### src/rtl/instr_encoder_loader_pkg.sv
// Shared definitions for the instruction encoder/loader.
// Holds the format codes, the word written for an illegal format, RV32I opcode constants,
// the loader FSM state type and a small immediate range-check helper.
package instr_encoder_loader_pkg;

  localparam logic [2:0] FMT_R = 3'd0;
  localparam logic [2:0] FMT_I = 3'd1;
  localparam logic [2:0] FMT_S = 3'd2;
  localparam logic [2:0] FMT_B = 3'd3;
  localparam logic [2:0] FMT_U = 3'd4;
  localparam logic [2:0] FMT_J = 3'd5;

  // addi x0, x0, 0
  localparam logic [31:0] NOP_WORD = 32'h0000_0013;

  localparam logic [6:0] OP_IMM = 7'b0010011;
  localparam logic [6:0] OP     = 7'b0110011;
  localparam logic [6:0] STORE  = 7'b0100011;
  localparam logic [6:0] BRANCH = 7'b1100011;
  localparam logic [6:0] LUI    = 7'b0110111;
  localparam logic [6:0] JAL    = 7'b1101111;

  typedef enum logic [1:0] {
    StIdle,
    StRun,
    StDrain,
    StDone
  } state_e;

  // True when v[31:msb] are all equal, i.e. v is representable as a signed (msb+1)-bit value.
  function automatic logic fits_signed(input logic [31:0] v, input int unsigned msb);
    logic [31:0] s;
    s = $signed(v) >>> msb;
    return (s == 32'h0000_0000) || (s == 32'hFFFF_FFFF);
  endfunction

endpackage

### src/rtl/instr_encoder_core.sv
// Combinational RV32I encoder: packs decoded fields into a 32-bit instruction word.
// Ports:
//   fmt_i, opcode_i, rd_i, rs1_i, rs2_i, funct3_i, funct7_i, imm_i : decoded fields
//   word_o      : encoded instruction (NopWord for an illegal format)
//   illegal_o   : format code 6 or 7
//   range_err_o : immediate does not fit the format; word_o holds the truncated bits
module instr_encoder_core #(
  parameter logic [31:0] NopWord = instr_encoder_loader_pkg::NOP_WORD
) (
  input  logic [2:0]  fmt_i,
  input  logic [6:0]  opcode_i,
  input  logic [4:0]  rd_i,
  input  logic [4:0]  rs1_i,
  input  logic [4:0]  rs2_i,
  input  logic [2:0]  funct3_i,
  input  logic [6:0]  funct7_i,
  input  logic [31:0] imm_i,
  output logic [31:0] word_o,
  output logic        illegal_o,
  output logic        range_err_o
);
  import instr_encoder_loader_pkg::*;

  always_comb begin
    word_o      = NopWord;
    illegal_o   = 1'b0;
    range_err_o = 1'b0;
    case (fmt_i)
      FMT_R: begin
        word_o = {funct7_i, rs2_i, rs1_i, funct3_i, rd_i, opcode_i};
      end
      FMT_I: begin
        word_o      = {imm_i[11:0], rs1_i, funct3_i, rd_i, opcode_i};
        range_err_o = !fits_signed(imm_i, 11);
      end
      FMT_S: begin
        word_o      = {imm_i[11:5], rs2_i, rs1_i, funct3_i, imm_i[4:0], opcode_i};
        range_err_o = !fits_signed(imm_i, 11);
      end
      FMT_B: begin
        word_o      = {imm_i[12], imm_i[10:5], rs2_i, rs1_i, funct3_i, imm_i[4:1], imm_i[11],
                       opcode_i};
        range_err_o = !fits_signed(imm_i, 12) || imm_i[0];
      end
      FMT_U: begin
        word_o      = {imm_i[31:12], rd_i, opcode_i};
        range_err_o = |imm_i[11:0];
      end
      FMT_J: begin
        word_o      = {imm_i[20], imm_i[10:1], imm_i[11], imm_i[19:12], rd_i, opcode_i};
        range_err_o = !fits_signed(imm_i, 20) || imm_i[0];
      end
      default: begin
        illegal_o = 1'b1;
      end
    endcase
  end

endmodule

### src/rtl/instr_encoder_loader.sv
// Instruction encoder/loader: accepts decoded field bundles over a valid/ready stream,
// encodes each to an RV32I word and writes count words sequentially to imem from base_addr.
// Ports:
//   clk, rst_n                 : clock, asynchronous active-low reset
//   start, base_addr, count    : begin a load (honoured only when idle)
//   in_valid/in_ready + fields : decoded instruction stream
//   wr_valid/wr_ready, wr_addr, wr_data : imem write port (single output register)
//   busy, done, err            : status; err is sticky until the next start
module instr_encoder_loader #(
  parameter int unsigned ADDR_W   = 32,
  parameter int unsigned CNT_W    = 16,
  parameter logic [31:0] NOP_WORD = instr_encoder_loader_pkg::NOP_WORD
) (
  input  logic              clk,
  input  logic              rst_n,
  input  logic              start,
  input  logic [ADDR_W-1:0] base_addr,
  input  logic [CNT_W-1:0]  count,
  input  logic              in_valid,
  output logic              in_ready,
  input  logic [2:0]        fmt,
  input  logic [6:0]        opcode,
  input  logic [4:0]        rd,
  input  logic [4:0]        rs1,
  input  logic [4:0]        rs2,
  input  logic [2:0]        funct3,
  input  logic [6:0]        funct7,
  input  logic [31:0]       imm,
  output logic              wr_valid,
  input  logic              wr_ready,
  output logic [ADDR_W-1:0] wr_addr,
  output logic [31:0]       wr_data,
  output logic              busy,
  output logic              done,
  output logic              err
);
  import instr_encoder_loader_pkg::*;

  state_e            state_q, state_d;
  logic [ADDR_W-1:0] addr_q, addr_d;
  logic [CNT_W-1:0]  remaining_q, remaining_d;
  logic              wr_valid_q, wr_valid_d;
  logic [ADDR_W-1:0] wr_addr_q, wr_addr_d;
  logic [31:0]       wr_data_q, wr_data_d;
  logic              err_q, err_d;

  logic [31:0] enc_word;
  logic        enc_illegal;
  logic        enc_range_err;
  logic        wr_fire;
  logic        accept;

  instr_encoder_core #(
    .NopWord (NOP_WORD)
  ) u_core (
    .fmt_i       (fmt),
    .opcode_i    (opcode),
    .rd_i        (rd),
    .rs1_i       (rs1),
    .rs2_i       (rs2),
    .funct3_i    (funct3),
    .funct7_i    (funct7),
    .imm_i       (imm),
    .word_o      (enc_word),
    .illegal_o   (enc_illegal),
    .range_err_o (enc_range_err)
  );

  assign wr_fire = wr_valid_q && wr_ready;

  always_comb begin
    state_d     = state_q;
    addr_d      = addr_q;
    remaining_d = remaining_q;
    wr_valid_d  = wr_valid_q;
    wr_addr_d   = wr_addr_q;
    wr_data_d   = wr_data_q;
    err_d       = err_q;
    in_ready    = 1'b0;
    accept      = 1'b0;
    unique case (state_q)
      StIdle: begin
        if (start) begin
          // Word-align the base; low address bits are dropped, not flagged.
          addr_d      = base_addr & ~ADDR_W'(3);
          remaining_d = count;
          err_d       = 1'b0;
          state_d     = (count == '0) ? StDone : StRun;
        end
      end
      StRun: begin
        // The output register can take a new word when empty or emptying this cycle.
        in_ready = !wr_valid_q || wr_ready;
        accept   = in_valid && in_ready;
        if (wr_fire) begin
          wr_valid_d = 1'b0;
        end
        if (accept) begin
          wr_valid_d  = 1'b1;
          wr_data_d   = enc_word;
          wr_addr_d   = addr_q;
          addr_d      = addr_q + ADDR_W'(4);
          remaining_d = remaining_q - CNT_W'(1);
          err_d       = err_q | enc_illegal | enc_range_err;
          if (remaining_q == CNT_W'(1)) begin
            state_d = StDrain;
          end
        end
      end
      StDrain: begin
        if (wr_fire) begin
          wr_valid_d = 1'b0;
          state_d    = StDone;
        end
      end
      StDone: begin
        state_d = StIdle;
      end
      default: begin
        state_d = StIdle;
      end
    endcase
  end

  always_ff @(posedge clk or negedge rst_n) begin
    if (!rst_n) begin
      state_q     <= StIdle;
      addr_q      <= '0;
      remaining_q <= '0;
      wr_valid_q  <= 1'b0;
      wr_addr_q   <= '0;
      wr_data_q   <= '0;
      err_q       <= 1'b0;
    end else begin
      state_q     <= state_d;
      addr_q      <= addr_d;
      remaining_q <= remaining_d;
      wr_valid_q  <= wr_valid_d;
      wr_addr_q   <= wr_addr_d;
      wr_data_q   <= wr_data_d;
      err_q       <= err_d;
    end
  end

  assign wr_valid = wr_valid_q;
  assign wr_addr  = wr_addr_q;
  assign wr_data  = wr_data_q;
  assign err      = err_q;
  assign busy     = (state_q != StIdle);
  assign done     = (state_q == StDone);

endmodule

### config.mk
export PLATFORM = sky130hd
export DESIGN_NAME = instr_encoder_loader
export DESIGN_NICKNAME = d
export VERILOG_FILES = /design/src/rtl/instr_encoder_loader_pkg.sv /design/src/rtl/instr_encoder_core.sv /design/src/rtl/instr_encoder_loader.sv
export SDC_FILE = /design/constraint.sdc
export NUM_CORES = 1
export LEC_CHECK = 0
export BUFFER_PORTS_ARGS = -buffer_cell sky130_fd_sc_hd__buf_2
export CORE_AREA = 10 10 105 144
export DETAILED_ROUTE_END_ITERATION = 16
export DIE_AREA = 0 0 115 154
export PLACE_DENSITY = 0.79
export SLEW_MARGIN = 20
export SYNTH_ARGS = -nofsm -noshare
export SYNTH_HDL_FRONTEND = slang
export SYNTH_SLANG_ARGS = --single-unit
### constraint.sdc
create_clock -name clk -period 2.38 [get_ports clk]
set_input_delay 0.476 -clock clk [delete_from_list [all_inputs] [get_ports clk]]
set_output_delay 0.476 -clock clk [all_outputs]
set_load 0.005 [all_outputs]
**After elaboration in Yosys (flattened, before gate mapping)**

Index checks and enable logic that the tools add are counted.

- Input port bits: 120
- Logic and storage cells: 76
- Register bits after elaboration: 116
- Output and inout bits: 69

- Bitwise operators: 2
- Muxes and demuxes: 22
- Reductions and logical operators: 27
- $add $sub $neg: 2
- Equality and inequality tests: 16

Operators by type and width:

| cell | number |
|---|---|
| one-hot mux 32 bit (6 select lines) | 1 |
| == test 32 bit, second input constant | 3 |
| zero test 32 bit | 3 |
| two-way mux 32 bit | 2 |
| one-hot mux 32 bit (2 select lines) | 1 |
| adder 32 x 3 -> 32 bit, second input constant | 1 |
| two-way mux 16 bit | 2 |
| one-hot mux 16 bit (2 select lines) | 1 |
| == test 16 x 1 -> 1 bit, second input constant | 1 |
| zero test 16 bit | 1 |
| subtractor 16 x 1 -> 16 bit, second input constant | 1 |
| OR reduction 12 bit | 1 |
| two-way mux 2 bit | 5 |
| != test 2 bit, second input constant | 4 |
| one-hot mux 2 bit (4 select lines) | 1 |
| == test 3 x 2 -> 1 bit, second input constant | 2 |
| == test 3 bit, second input constant | 2 |
| logical OR 1 bit | 6 |
| two-way mux 1 bit | 6 |
| nonzero test 2 bit | 3 |
| OR reduction 6 bit | 1 |
| == test 2 bit, second input constant | 2 |
| zero test 1 bit | 4 |
| one-hot mux 1 bit (2 select lines) | 2 |
| 11 further kinds | 13 |

**Depth between registers and ports, before layout**

- Depth after elaboration: 8
- Gate-level depth with buffers: 9
- Gate-level depth less buffers: 7

**Modules after synthesis**

Synthesis repeated with hierarchy kept, for this count alone.

- Cell total of the unflattened synthesis: 706
- Area total of the unflattened synthesis: 6657.6 um^2

Modules (own cells, without submodules):

| module | times used | cells each | sequential area each (um^2) | area each (um^2) |
|---|---|---|---|---|
| instr_encoder_loader | 1 | 566 | 2802.7 | 5818.1 |
| instr_encoder_core | 1 | 140 | 0.0 | 839.6 |

**Least setup slack after synthesis**

OpenSTA, ideal clock, no wires.

- Path kind: register to register
- From: register remaining_q[0]
- To: register remaining_q[14]
- Data required time: 2.311 ns
- Stages on the path, launching flop included: 9
- Data arrival time: 1.984 ns
- Library setup time: 0.069 ns
- Clock period less this slack: 2.053 ns
- Setup slack: 0.327 ns
- Path buffers: 1
- Path through: dfrtp_1 -> inv_1 -> ha_1 -> or3b_1 -> buf_2 -> nor4_4 -> nand3_1 -> or4b_1 -> nand3_1

- Longest elaborated chain between the ends: 3

RTL lines:

| item | RTL line | source |
|---|---|---|
| start: declaration | instr_encoder_loader.sv:41 | `logic [CNT_W-1:0] remaining_q, remaining_d;` |
| start signal: assignment | instr_encoder_loader.sv:137 | `remaining_q <= remaining_d;` |
| subtractor 16 x 1 -> 16 bit | instr_encoder_loader.sv:103 | `remaining_d = remaining_q - CNT_W'(1);` |
| two-way mux 16 bit | instr_encoder_loader.sv:98 | `if (accept) begin` |
| one-hot mux 16 bit (2 select lines) | instr_encoder_loader.sv:81 | `unique case (state_q)` |

No other way between the ends. The select of a mux whose other input is x is not followed.
A chain may end at the register's enable or synchronous reset.

**Worst setup path after layout**

- From: register state_q[1]
- To: output port in_ready

- Longest elaborated chain between the ends: 2

RTL lines:

| item | RTL line | source |
|---|---|---|
| start: declaration | instr_encoder_loader.sv:39 | `state_e state_q, state_d;` |
| start signal: assignment | instr_encoder_loader.sv:127 | `state_q <= StIdle;` |
| start signal: assignment | instr_encoder_loader.sv:135 | `state_q <= state_d;` |
| == test 2 x 1 -> 1 bit | instr_encoder_loader.sv:81 |  |
| two-way mux 1 bit | instr_encoder_loader.sv:81 |  |
| end: declaration | instr_encoder_loader.sv:20 | `output logic in_ready,` |

No other way between the ends.

==> metrics.md <==
| Metric | Value |
|---|---|
| DIE WIDTH | 115 µm |
| Root Driver | clkbuf_16 |
| H-tree levels | 3 |
| Worst IR Drop VDD | 713 µV |
| M2 GR Usage | a little under two fifths |
| Register bit total from synthesis | between 100 and 150 |
| EDFF count, synth | 0 |
| Core area | between 10000 and 15000 µm² |
| Final Cycle Share | 93.2% |
| Vias per inst | ~6 |
| Cell area after placement | between 7000 and 8000 µm² |
| Hold Fails Final Rpt | 0 |
| Drt initial violations | approximately 650 |
| Critical path peak fanout | 31 |
| Crit path launch type | flip-flop |
| Crit Path Class | reg2out |
| Largest net degree at the start of global routing | 68 |
| Clock sink total | 112 |
| Outcome | finished clean |
| Most common cell in the synthesized netlist | nand2_1 |
| Full die area | between 15000 and 20000 µm² |
| Cell taking the most area after synthesis | dfrtp_1 |
| Unrepaired setup endpoints after global routing | no |
| Final Cell Area | 7790 µm² |
| CTS tree | done |
| Initial Util | between 50% and 60% |
| Crit path DAT | about 1.7 ns |
| Mean post-synth cell area | approximately 8.6 µm² |
| GRT busiest layer | met2 |
| Via Count | 6476 |
| # hold bufs at CTS | 0 |
| GRT overflow | 0 |
| DP HPWL | between 15000 and 20000 µm |
| DR pass1 iterations | 5 |
| Grt met1 use | between 20 and 30% |
| DR DRC count | 0 |
| Global-route wire length before repair | between 30000 and 40000 µm |
| Post-synthesis cell count | 734 |
| GR Util met3 | approximately 5.3% |
| Slew HR | 41.9% |
| Die Height | about 150 µm |
| Synthesized area | between 6000 and 7000 µm² |
| Share of cells above drive strength 1 | between 20 and 30% |
| Port bufs | 184 |
| CTS buffer count | 9 |
| Pleak | approximately 3.6 nW |
| Area growth syn-to-layout | 22.8% |
| Clock buffer depth | 2 |
| Yosys warnings | 0 |
| Min cycle time layout | between 2 and 2.5 ns |
| Vias in the first global route | 6161 |
| PwrDens | 1280 nW/µm² |
| Antenna violations before repair | 0 |
| Clock transition at the registers of the reported paths | 0.09 ns |
| Top post-synthesis cells by area | dfrtp_1, nand2_1, a22oi_1, o21ai_0, nor2_1 |
| Setup TNS | 0 ns |
| Row count | between 40 and 50 |
| Most common library cells after synthesis | nand2_1, dfrtp_1, nor2_1, o21ai_0, nand3_1 |
| Top FF cell, synth | dfrtp_1 |
| Clk_lat worst skew | 0.36 ns |
| Post-synth top area share | about 44% |
| Clk_skew | between 0.01 and 0.015 ns |
| Slew @ Worst Pin | 0.869 ns |
| Setup crit end kind | output port |
| Slew Viols, Final | 0 |
| Maxcap violations | 0 |
| Post-layout net count | between 1000 and 1500 |
| CTS resizes | 0 |
| Synth cell types | 71 |
| Critical path required time | about 1.9 ns |
| Minimum hold slack | 0.0982 ns |
| Routed WL | around 20000 µm |
| Diode count | 0 |
| Antenna Nets Post-Route | 0 |
| Asr flop ratio synth | 100% |
| Fmax achieved | approximately 450 MHz |
| Number of setup violations in the final report | 0 |
| Hold Path Class | in2async |
| Routability cong. | roughly 0.95 |
| Sequential-to-total area share from yosys stat | 44.2% |
| Number of fill cells | approximately 1100 |
| Tot GR Track Use | 22.2% |
| WL/cell | 19.2 µm |
| I/O Pins | ~190 |
-- where the power goes --
group          internal, mW  switching (mW)  total [mW]
Clock                 0.760           0.814        1.57
Sequential             2.88           0.901        3.78
Combinational          2.09            2.55        4.64
-- worst paths after layout --
| kind | slack (ns) | endpoint | depth (start not counted) | from |
|---|---|---|---|---|
| setup / recovery | 0.16 | in_ready | 5 | state_q[1] |
| hold / removal | 0.1 | wr_data[5] | 1 | rst_n |
| setup reg to reg | 0.17 | addr_q[24] | 5 | addr_q[5] |
| hold reg to reg | 0.47 | wr_data[5] | 2 | wr_data[5] |
| max in group asynchronous | 1.56 | addr_q[2] | 2 | rst_n |
| min in group clk | 0.34 | wr_data[2] | 3 | opcode[2] |
-- critical path, stage by stage, from the launching register on --
cell and delay [ns]:
dfrtp_1 0.40, inv_1 0.12, ha_1 0.20, buf_4 0.35, and2_1 0.20, buf_2 0.11
-- layout make-up --
| type | count | area, µm² | share of cell area [%] |
|---|---|---|---|
| well taps | 150 | 188 | 2.41 |
| inverters | 14 | 52.6 | 0.674 |
| clock inverters | 7 | 78.8 | 1.01 |
| flip-flops and latches | 112 | 2800 | 36.0 |
| clock buffers | 9 | 225 | 2.89 |
| multi-input cells | 556 | 3250 | 41.8 |
| repair buffers | 213 | 1190 | 15.3 |
-- stage by stage --
step	worst slack, ns	utilization (%)	instances	power, mW
after floorplan	0.327	-	735	6.63
after global placement	0.262	60.5	1044	8.28
after detailed placement	0.180	60.5	1044	8.41
after CTS	0.147	62.9	1060	10.0
after global routing	0.0117	63.0	1061	10.8
final	0.163	63.0	1061	9.99
-- metal layers --
layer / vias up / share of wire [%] / wire, µm
li1: 3046 / - / -
met1: 3081 / 40 / 8200
met2: 308 / 49 / 10000
met3: 41 / 8.6 / 1750
met4: 0 / 2.0 / 412
met5: - / 0 / 0
-- state kept, by name, summed over array words and instances (netlist names) --
| name | count |
|---|---|
| remaining_q | 16 |
| state_q | 2 |
| addr_q | 30 |
| wr_valid | 1 |
| wr_data | 32 |
| wr_addr | 30 |
| err | 1 |
-- logic make-up after synthesis --
group | count (synthesis) | synth area share, %
XOR/XNOR | 1 | 0.138
adder cells (fa/ha/maj) | 8 | 1.58
AND/OR/NAND/NOR | 324 | 24.6
AO/OA/AOI/OAI | 205 | 22.1
multiplexers | 16 | 2.62
buffers and inverters | 67 | 4.71
other | 1 | 0.0591
flip-flops | 112 | 44.2
-- cell usage in the layout (no fill, tap or decap), types with 4 or more instances in the layout --
cell type	count
buf_12	4
nand3_1	42
dfrtp_1	112
buf_2	183
nand2b_1	4
o21ai_0	46
inv_1	13
a21o_1	5
o22ai_1	7
nand4_1	14
o31ai_1	4
a21oi_1	34
ha_1	8
buf_4	26
a221o_1	8
mux2_2	5
a221oi_1	13
o31a_1	6
nor3b_1	6
a22oi_1	37
nand2_1	131
nor4_1	15
or4_1	7
o21a_1	8
nor3_1	13
inv_8	4
mux2i_1	11
nor2_1	58
o221ai_1	6
clkbuf_16	9
and3_1	5
-- timing repair --
item,in CTS,in global routing
buffers inserted,0,1
endpoints found under the setup margin,0,1
endpoints found under the hold margin,0,0
No activity file was read; power rests on OpenSTA's default activity.
